===== src/rtl/uart_tx_ctrl.sv =====
// UART transmit frame controller: serializes one latched byte LSB first and
// steers the downstream registered 4:1 TX mux through start, data, parity and stop.
module uart_tx_ctrl #(
    parameter int DATA_WIDTH = 8
) (
    input  logic                  CLK,
    input  logic                  RST,
    input  logic [DATA_WIDTH-1:0] P_DATA,
    input  logic                  DATA_VALID,
    input  logic                  PAR_EN,
    input  logic                  PAR_TYP,
    output logic [1:0]            MUX_SEL,
    output logic                  SER_DATA,
    output logic                  PAR_BIT,
    output logic                  BUSY
);

    localparam int CNT_W = (DATA_WIDTH > 1) ? $clog2(DATA_WIDTH) : 1;
    localparam logic [CNT_W-1:0] LAST_CNT = CNT_W'(DATA_WIDTH - 1);

    localparam logic [1:0] SEL_START = 2'b00;
    localparam logic [1:0] SEL_STOP  = 2'b01;
    localparam logic [1:0] SEL_DATA  = 2'b10;
    localparam logic [1:0] SEL_PAR   = 2'b11;

    typedef enum logic [2:0] {
        ST_IDLE   = 3'd0,
        ST_START  = 3'd1,
        ST_DATA   = 3'd2,
        ST_PARITY = 3'd3,
        ST_STOP   = 3'd4
    } state_t;

    state_t                  state_r;
    state_t                  next_state_s;
    logic [CNT_W-1:0]        cnt_r;
    logic [DATA_WIDTH-1:0]   shift_r;
    logic                    par_en_r;
    logic                    par_bit_r;
    logic [1:0]              mux_sel_r;
    logic                    busy_r;
    logic                    accept_s;
    logic [1:0]              mux_sel_next_s;
    logic                    busy_next_s;

    // Parity of the data word, inverted for odd parity.
    function automatic logic calc_parity(input logic [DATA_WIDTH-1:0] data,
                                         input logic odd);
        return (^data) ^ odd;
    endfunction

    // Next-state selection and look-ahead decode of the Moore outputs.
    always_comb begin
        next_state_s   = state_r;
        accept_s       = 1'b0;
        mux_sel_next_s = SEL_STOP;
        busy_next_s    = 1'b0;

        case (state_r)
            ST_IDLE: begin
                if (DATA_VALID) begin
                    accept_s     = 1'b1;
                    next_state_s = ST_START;
                end else begin
                    next_state_s = ST_IDLE;
                end
            end
            ST_START: begin
                next_state_s = ST_DATA;
            end
            ST_DATA: begin
                if (cnt_r == LAST_CNT) begin
                    next_state_s = par_en_r ? ST_PARITY : ST_STOP;
                end else begin
                    next_state_s = ST_DATA;
                end
            end
            ST_PARITY: begin
                next_state_s = ST_STOP;
            end
            ST_STOP: begin
                // A new byte in the stop cycle chains directly into the next frame.
                if (DATA_VALID) begin
                    accept_s     = 1'b1;
                    next_state_s = ST_START;
                end else begin
                    next_state_s = ST_IDLE;
                end
            end
            default: begin
                next_state_s = ST_IDLE;
            end
        endcase

        case (next_state_s)
            ST_START:  mux_sel_next_s = SEL_START;
            ST_DATA:   mux_sel_next_s = SEL_DATA;
            ST_PARITY: mux_sel_next_s = SEL_PAR;
            ST_STOP:   mux_sel_next_s = SEL_STOP;
            default:   mux_sel_next_s = SEL_STOP;
        endcase

        if (next_state_s != ST_IDLE) begin
            busy_next_s = 1'b1;
        end else begin
            busy_next_s = 1'b0;
        end
    end

    // State, datapath and registered output update.
    always_ff @(posedge CLK) begin
        if (RST) begin
            state_r   <= ST_IDLE;
            cnt_r     <= '0;
            shift_r   <= '0;
            par_en_r  <= 1'b0;
            par_bit_r <= 1'b0;
            mux_sel_r <= SEL_STOP;
            busy_r    <= 1'b0;
        end else begin
            state_r   <= next_state_s;
            mux_sel_r <= mux_sel_next_s;
            busy_r    <= busy_next_s;

            if (accept_s) begin
                shift_r   <= P_DATA;
                par_en_r  <= PAR_EN;
                par_bit_r <= calc_parity(P_DATA, PAR_TYP);
            end else if (state_r == ST_DATA) begin
                shift_r   <= shift_r >> 1'b1;
            end else begin
                shift_r   <= shift_r;
            end

            if ((state_r == ST_DATA) && (cnt_r != LAST_CNT)) begin
                cnt_r <= cnt_r + CNT_W'(1);
            end else begin
                cnt_r <= '0;
            end
        end
    end

    assign MUX_SEL  = mux_sel_r;
    assign SER_DATA = shift_r[0];
    assign PAR_BIT  = par_bit_r;
    assign BUSY     = busy_r;

endmodule

===== config.mk =====
export PLATFORM = sky130hd
export DESIGN_NAME = uart_tx_ctrl
export DESIGN_NICKNAME = d
export VERILOG_FILES = /design/src/rtl/uart_tx_ctrl.sv
export SDC_FILE = /design/constraint.sdc
export NUM_CORES = 1
export LEC_CHECK = 0
export BUFFER_PORTS_ARGS = -buffer_cell sky130_fd_sc_hd__buf_4
export CAP_MARGIN = 15
export CORE_MARGIN = 1
export CORE_UTILIZATION = 51
export DETAILED_ROUTE_END_ITERATION = 7
export PLACE_DENSITY_LB_ADDON = 0.15
export SLEW_MARGIN = 20
export SYNTH_ARGS = -nofsm -noshare
export SYNTH_HDL_FRONTEND = slang
export SYNTH_SLANG_ARGS = --single-unit

===== constraint.sdc =====
create_clock -name CLK -period 2.1 [get_ports CLK]
set_clock_uncertainty 0.15 [all_clocks]
set_input_delay 0.315 -clock CLK [delete_from_list [all_inputs] [get_ports CLK]]
set_output_delay 0.315 -clock CLK [all_outputs]
set_load 0.005 [all_outputs]

==> metrics.csv, run 1 <==
metric;value;unit
syn_area;866;um2
path_max_fanout;11;
drt_iter0_markers;12;
grt_pass1_wl;2540;um
ys_ff_latch;19;
start_kind;flop;
core-area;0.00154;mm2
synth-edff-count;0;
final_cell_count_no_fill;127;
dpl.cell_count;123;
r2r_setup_slack;430;ps
grt_pass1_vias;617;
ir_drop;0.000430;V
crit_chain;or3b_1 > nor2_1 > nand2_1 > o211ai_1;
syn_area_per_cell;9.11;um2
crit_type;flop to flop;
holdPathStages;3;
clock_latency;300;ps
io_pins;18;
yosysTopAreaCellShare;43.9;%
fmax;600;MHz
hold_ws;98.8;ps
yosysUniqueCellTypes;31;
synth_nets;110;
design_area;0.00101;mm2
row_count;14;
timing.final.ws_setup;433;ps
leakagePower;0.413;nW
cp-startpoint;state_r[0];
worst_pin_slew;408;ps
cts_hold_buffers;0;
track_usage;18.7;%
critPathSlowestCell;or3b_1;
syn_to_final_growth;16.9;%
timing.final.crit_period;1670;ps
outcome;completed;
postPlaceCellArea;985;um2
dr.pass1.iters;4;
dieWidth;43.2;um
drv_slew;0;
cts_sinks;19;
cts_setup_buffers;0;
via_count;695;
synthCells;95;
grt_overflow;0;
yosys-top-cells-count;dfxtp_1, nand2_1, nor2_1;
clkTransAtPathRegs;110;ps
dieHeight;43.2;um
slowest_delay;560;ps
synth_top_area_cell;dfxtp_1;
detail-route-antenna-nets;0;
htreeDepth;1;
clockRootBuffer;clkbuf_4;
min_period_over_period;79.4;%
end_kind;flop;
grt_max_degree;18;
diodes;0;
r2r_cells;4;
portBuffers;17;
required;2190;ps
rsz0062_at_grt;no;
rr_startpoint;state_r[0];
drc;0;
min_from;PAR_EN;
yosysSeqAreaShare;43.9;%
cap_violations;0;
finalSetupViolCount;0;
synth_flop_cell;dfxtp_1;
cts_buffers;3;
cp.arrival;1750;ps
whs_endpoint;par_en_r;
fp.dieArea;0.00187;mm2
power.total;0.753;mW
drt_wl_total;1450;um
power.density;744;mW/mm2
r2r-end;PAR_BIT;
ys_async_sr_fraction;0;%
setup_tns;0;ps
place_ws;447;ps
dpl.hpwl;1030;um
wl_per_cell;11.4;um
drive_gt1_share;22.5;%
max_slew_margin;72.7;%
ys_top_cells_by_area;dfxtp_1, nand2_1, a311oi_1;
start_util;56.2;%
min_path_type;input pin to flop;
cts_resized;0;
finalWeightedCongestion;0.717;
cts.path.max_buffers;2;
tritoncts;done;
nets;127;
hold_violations;0;
viasPerCell;5.47;
antenna_found_initial;0;
ys_warn_count;0;
final_util;65.7;%
sequential cells by signal, summed over array words and instances (netlist names):
register and cells:
MUX_SEL 2, shift_r 8, BUSY 1, cnt_r 3, PAR_BIT 1, state_r 3
par_en_r 1
routing by layer:
metal	GRT usage [%]	share of wire, %
met3	2.55	4.5
met4	14.5	3.5
met1	24.9	50
met2	26.9	42
met5	0	0
worst max-delay path by stage:
stage	endpoint	cells after the start
2_1_floorplan	MUX_SEL[0]	6
3_3_place_gp	PAR_BIT	4
3_5_place_dp	PAR_BIT	4
4_1_cts	PAR_BIT	4
5_1_grt	PAR_BIT	4
6_report	PAR_BIT	4
critical path, delay by kind of cell, from the launching register on:
family / cells / cell delay (ps)
simple gates: 3 / 890
flops: 1 / 420
compound gates: 1 / 150
layout make-up:
class | count | area, um2
inverters | 2 | 7.51
repair buffers | 17 | 128
flip-flops and latches | 19 | 380
clock buffers | 3 | 22.5
multi-input cells | 69 | 449
well taps | 16 | 20.0
fillers | 132 | 529
clock inverters | 1 | 5.00
layout by cell type (no fill, tap or decap), types with 3 or more instances in the layout:
master,instances
dfxtp_1,19
nor2_1,9
xnor2_1,3
a21oi_1,3
buf_4,17
a311oi_1,7
nand2_1,19
clkbuf_4,3
power by group:
group / total, mW / switching [mW] / internal (mW) / leakage (nW)
clock network: 0.186 / 0.115 / 0.0711 / 0.0177
logic: 0.155 / 0.0743 / 0.0803 / 0.239
registers: 0.412 / 0.0191 / 0.393 / 0.156
total: 0.753 / 0.209 / 0.544 / 0.413
cell families after synthesis:
kind of cell | after synthesis | synth area share, %
xor+xnor | 6 | 7.66
buf+inv | 7 | 4.19
compound gates | 20 | 18.1
flops | 19 | 43.9
simple gates | 41 | 23.3
fa+ha+maj | 2 | 2.89
Power figures use the tool's default switching activity.
==> run 2: changes to the inputs <==
Clock period 2.1 ns to 1.6 ns, I/O delays scaled along.
==> metrics.csv, run 2 (same netlist as run 1, synthesis figures left out) <==
metric;value;unit;change
outcome;completed;;unchanged
met3_usage;2.98;%;was 2.55%
end_kind;flop;;unchanged
power.total;1.02;mW;was 0.753 mW
row_count;14;;unchanged
cp.arrival;1570;ps;was 1750 ps
timing.final.crit_period;1530;ps;was 1670 ps
reg_top3;shift_r: 8 flops, cnt_r: 3 flops, state_r: 3 flops;;unchanged
critPathSlowestCell;dfxtp_1;;was or3b_1
slowest_delay;320;ps;was 560 ps
wl_per_cell;12.3;um;was 11.4 um
clkTransAtPathRegs;100;ps;was 110 ps
grt_max_degree;18;;unchanged
drc;0;;unchanged
start_kind;flop;;unchanged
grt_overflow;0;;unchanged
cp-startpoint;cnt_r[0];;was state_r[0]
clockRootBuffer;clkbuf_4;;unchanged
power_frac_clock;23.6;%;was 24.7%
r2r_setup_slack;70;ps;was 430 ps
dr.pass1.iters;4;;unchanged
crit_end;MUX_SEL[0];;was PAR_BIT
crit_chain;ha_1 > ha_2 > inv_1 > o211ai_1 > a211oi_2 > o22ai_1;;was or3b_1 > nor2_1 > nand2_1 > o211ai_1
min_path_type;input pin to flop;;unchanged
htreeDepth;1;;unchanged
viasPerCell;5.66;;was 5.47
fp.dieArea;0.00187;mm2;unchanged
cp_num_cells;6;;was 4
max_slew_margin;76.2;%;was 72.7%
antenna_found_initial;0;;unchanged
seqPwrFrac;53.0;%;was 54.7%
finalSetupViolCount;0;;unchanged
grt_pass1_vias;642;;was 617
portBuffers;17;;unchanged
fmax;652;MHz;was 600 MHz
busiest_layer;met2;;unchanged
setup_tns;0;ps;unchanged
start_util;56.2;%;unchanged
ir_drop;0.000607;V;was 0.000430 V
power.density;950;mW/mm2;was 744 mW/mm2
detail-route-antenna-nets;0;;unchanged
cts.path.max_buffers;2;;unchanged
drv_slew;0;;unchanged
core-area;0.00154;mm2;unchanged
min_period_over_period;95.9;%;was 79.4%
r2r_cells;6;;was 4
drive_gt1_share;26.7;%;was 22.5%
diodes;0;;unchanged
layout_common_cells;buf_4, dfxtp_1, nand2_1;;was dfxtp_1, nand2_1, buf_4
fillers;133;;was 132
worst_pin_slew;354;ps;was 408 ps
hold_violations;0;;unchanged
grtUsageMet1;22.0;%;was 24.9%
dieWidth;43.2;um;unchanged
io_pins;18;;unchanged
nets;132;;was 127
cpLargestDelayFamily;compound AO/OA/AOI/OAI gates;;was simple AND/OR/NAND/NOR gates
top_register;shift_r;;unchanged
rr_startpoint;cnt_r[0];;was state_r[0]
cap_violations;0;;unchanged
grtUsageMet2;30.4;%;was 26.9%
power.internal;0.741;mW;was 0.544 mW
clock_latency;300;ps;about the same
crit_type;flop to flop;;unchanged
cts_sinks;19;;unchanged
cts_buffers;3;;unchanged
tritoncts;done;;unchanged
final_common_cell;buf_4;;
path_max_fanout;4;;was 11
track_usage;18.7;%;about the same
grt_pass1_wl;2570;um;was 2540 um
power_switching;0.275;mW;was 0.209 mW
drt_wl_total;1630;um;was 1450 um
required;1630;ps;was 2190 ps
switching_share;27.0;%;was 27.7%
critPathBufInv;1;;was 0
largest_register_ffs;8;;unchanged
rsz0062_at_grt;no;;unchanged
syn_to_final_growth;23.4;%;was 16.9%
r2r-end;MUX_SEL[0];;was PAR_BIT
via_count;747;;was 695
drt_iter0_markers;11;;was 12
dieHeight;43.2;um;unchanged
power_frac_comb;23.3;%;was 20.5%
finalWeightedCongestion;0.792;;was 0.717
dpl.hpwl;1150;um;was 1030 um
leakagePower;0.437;nW;was 0.413 nW
## run 2: worst register-to-register path, stage by stage, from the launching register on
cell and delay (ps):
dfxtp_1 320, ha_1 190, ha_2 190, inv_1 70, o211ai_1 110, a211oi_2 270
o22ai_1 120
## run 2: repair_timing
action,4_1_cts,5_1_grt
pin swaps,0,2
setup endpoints to repair,1,8
hold buffers,0,0
gates resized for setup,1,1
cloned,0,0
buffers inserted,0,2
## run 2: layout make-up
cell class / count / area (um2) / area share, %
Clock buffer: 4 / 26.3 / 2.46
Sequential cell: 19 / 380 / 35.6
Multi-Input combinational cell: 69 / 457 / 42.7
Timing Repair Buffer: 22 / 178 / 16.6
Tap cell: 16 / 20.0 / 1.87
Inverter: 2 / 7.51 / 0.703
## run 2: stage by stage
step                instances  hold slack, ps  worst slack, ps  instance area [um2]  utilization (%)
floorplan                  95             226              137                  866                -
global placement          126             256              108                 1010             65.3
detailed placement        126             266            -8.68                 1010             65.3
CTS                       130            28.5             30.3                 1040             67.4
global route              132            52.4             1.64                 1070             69.3
finish                    132            36.0             66.2                 1070             69.3
## run 2: power by group through the flow
| stage | combinational [mW] | clock (mW) | sequential (mW) |
|---|---|---|---|
| finish | 0.237 | 0.240 | 0.539 |
| global route | 0.260 | 0.266 | 0.545 |
| CTS | 0.221 | 0.250 | 0.539 |
| detailed placement | 0.218 | 0 | 0.550 |
| global placement | 0.213 | 0 | 0.548 |
| floorplan | 0.145 | 0 | 0.545 |
## run 2: worst min path at each step
stage | slack, ps | startpoint | to | cells past startpoint
finish | 40 | PAR_EN | par_en_r | 3
floorplan | 230 | PAR_EN | par_en_r | 2
CTS | 30 | PAR_EN | par_en_r | 3
global placement | 260 | cnt_r[0] | cnt_r[0] | 1
detailed placement | 270 | cnt_r[0] | cnt_r[0] | 1
global route | 50 | PAR_EN | par_en_r | 3
## run 2: metal layers
layer | share of wire [%] | vias to the layer above
li1 | - | 373
met1 | 47 | 354
met2 | 47 | 16
met3 | 3.6 | 4
met4 | 2.1 | 0
met5 | 0 | -
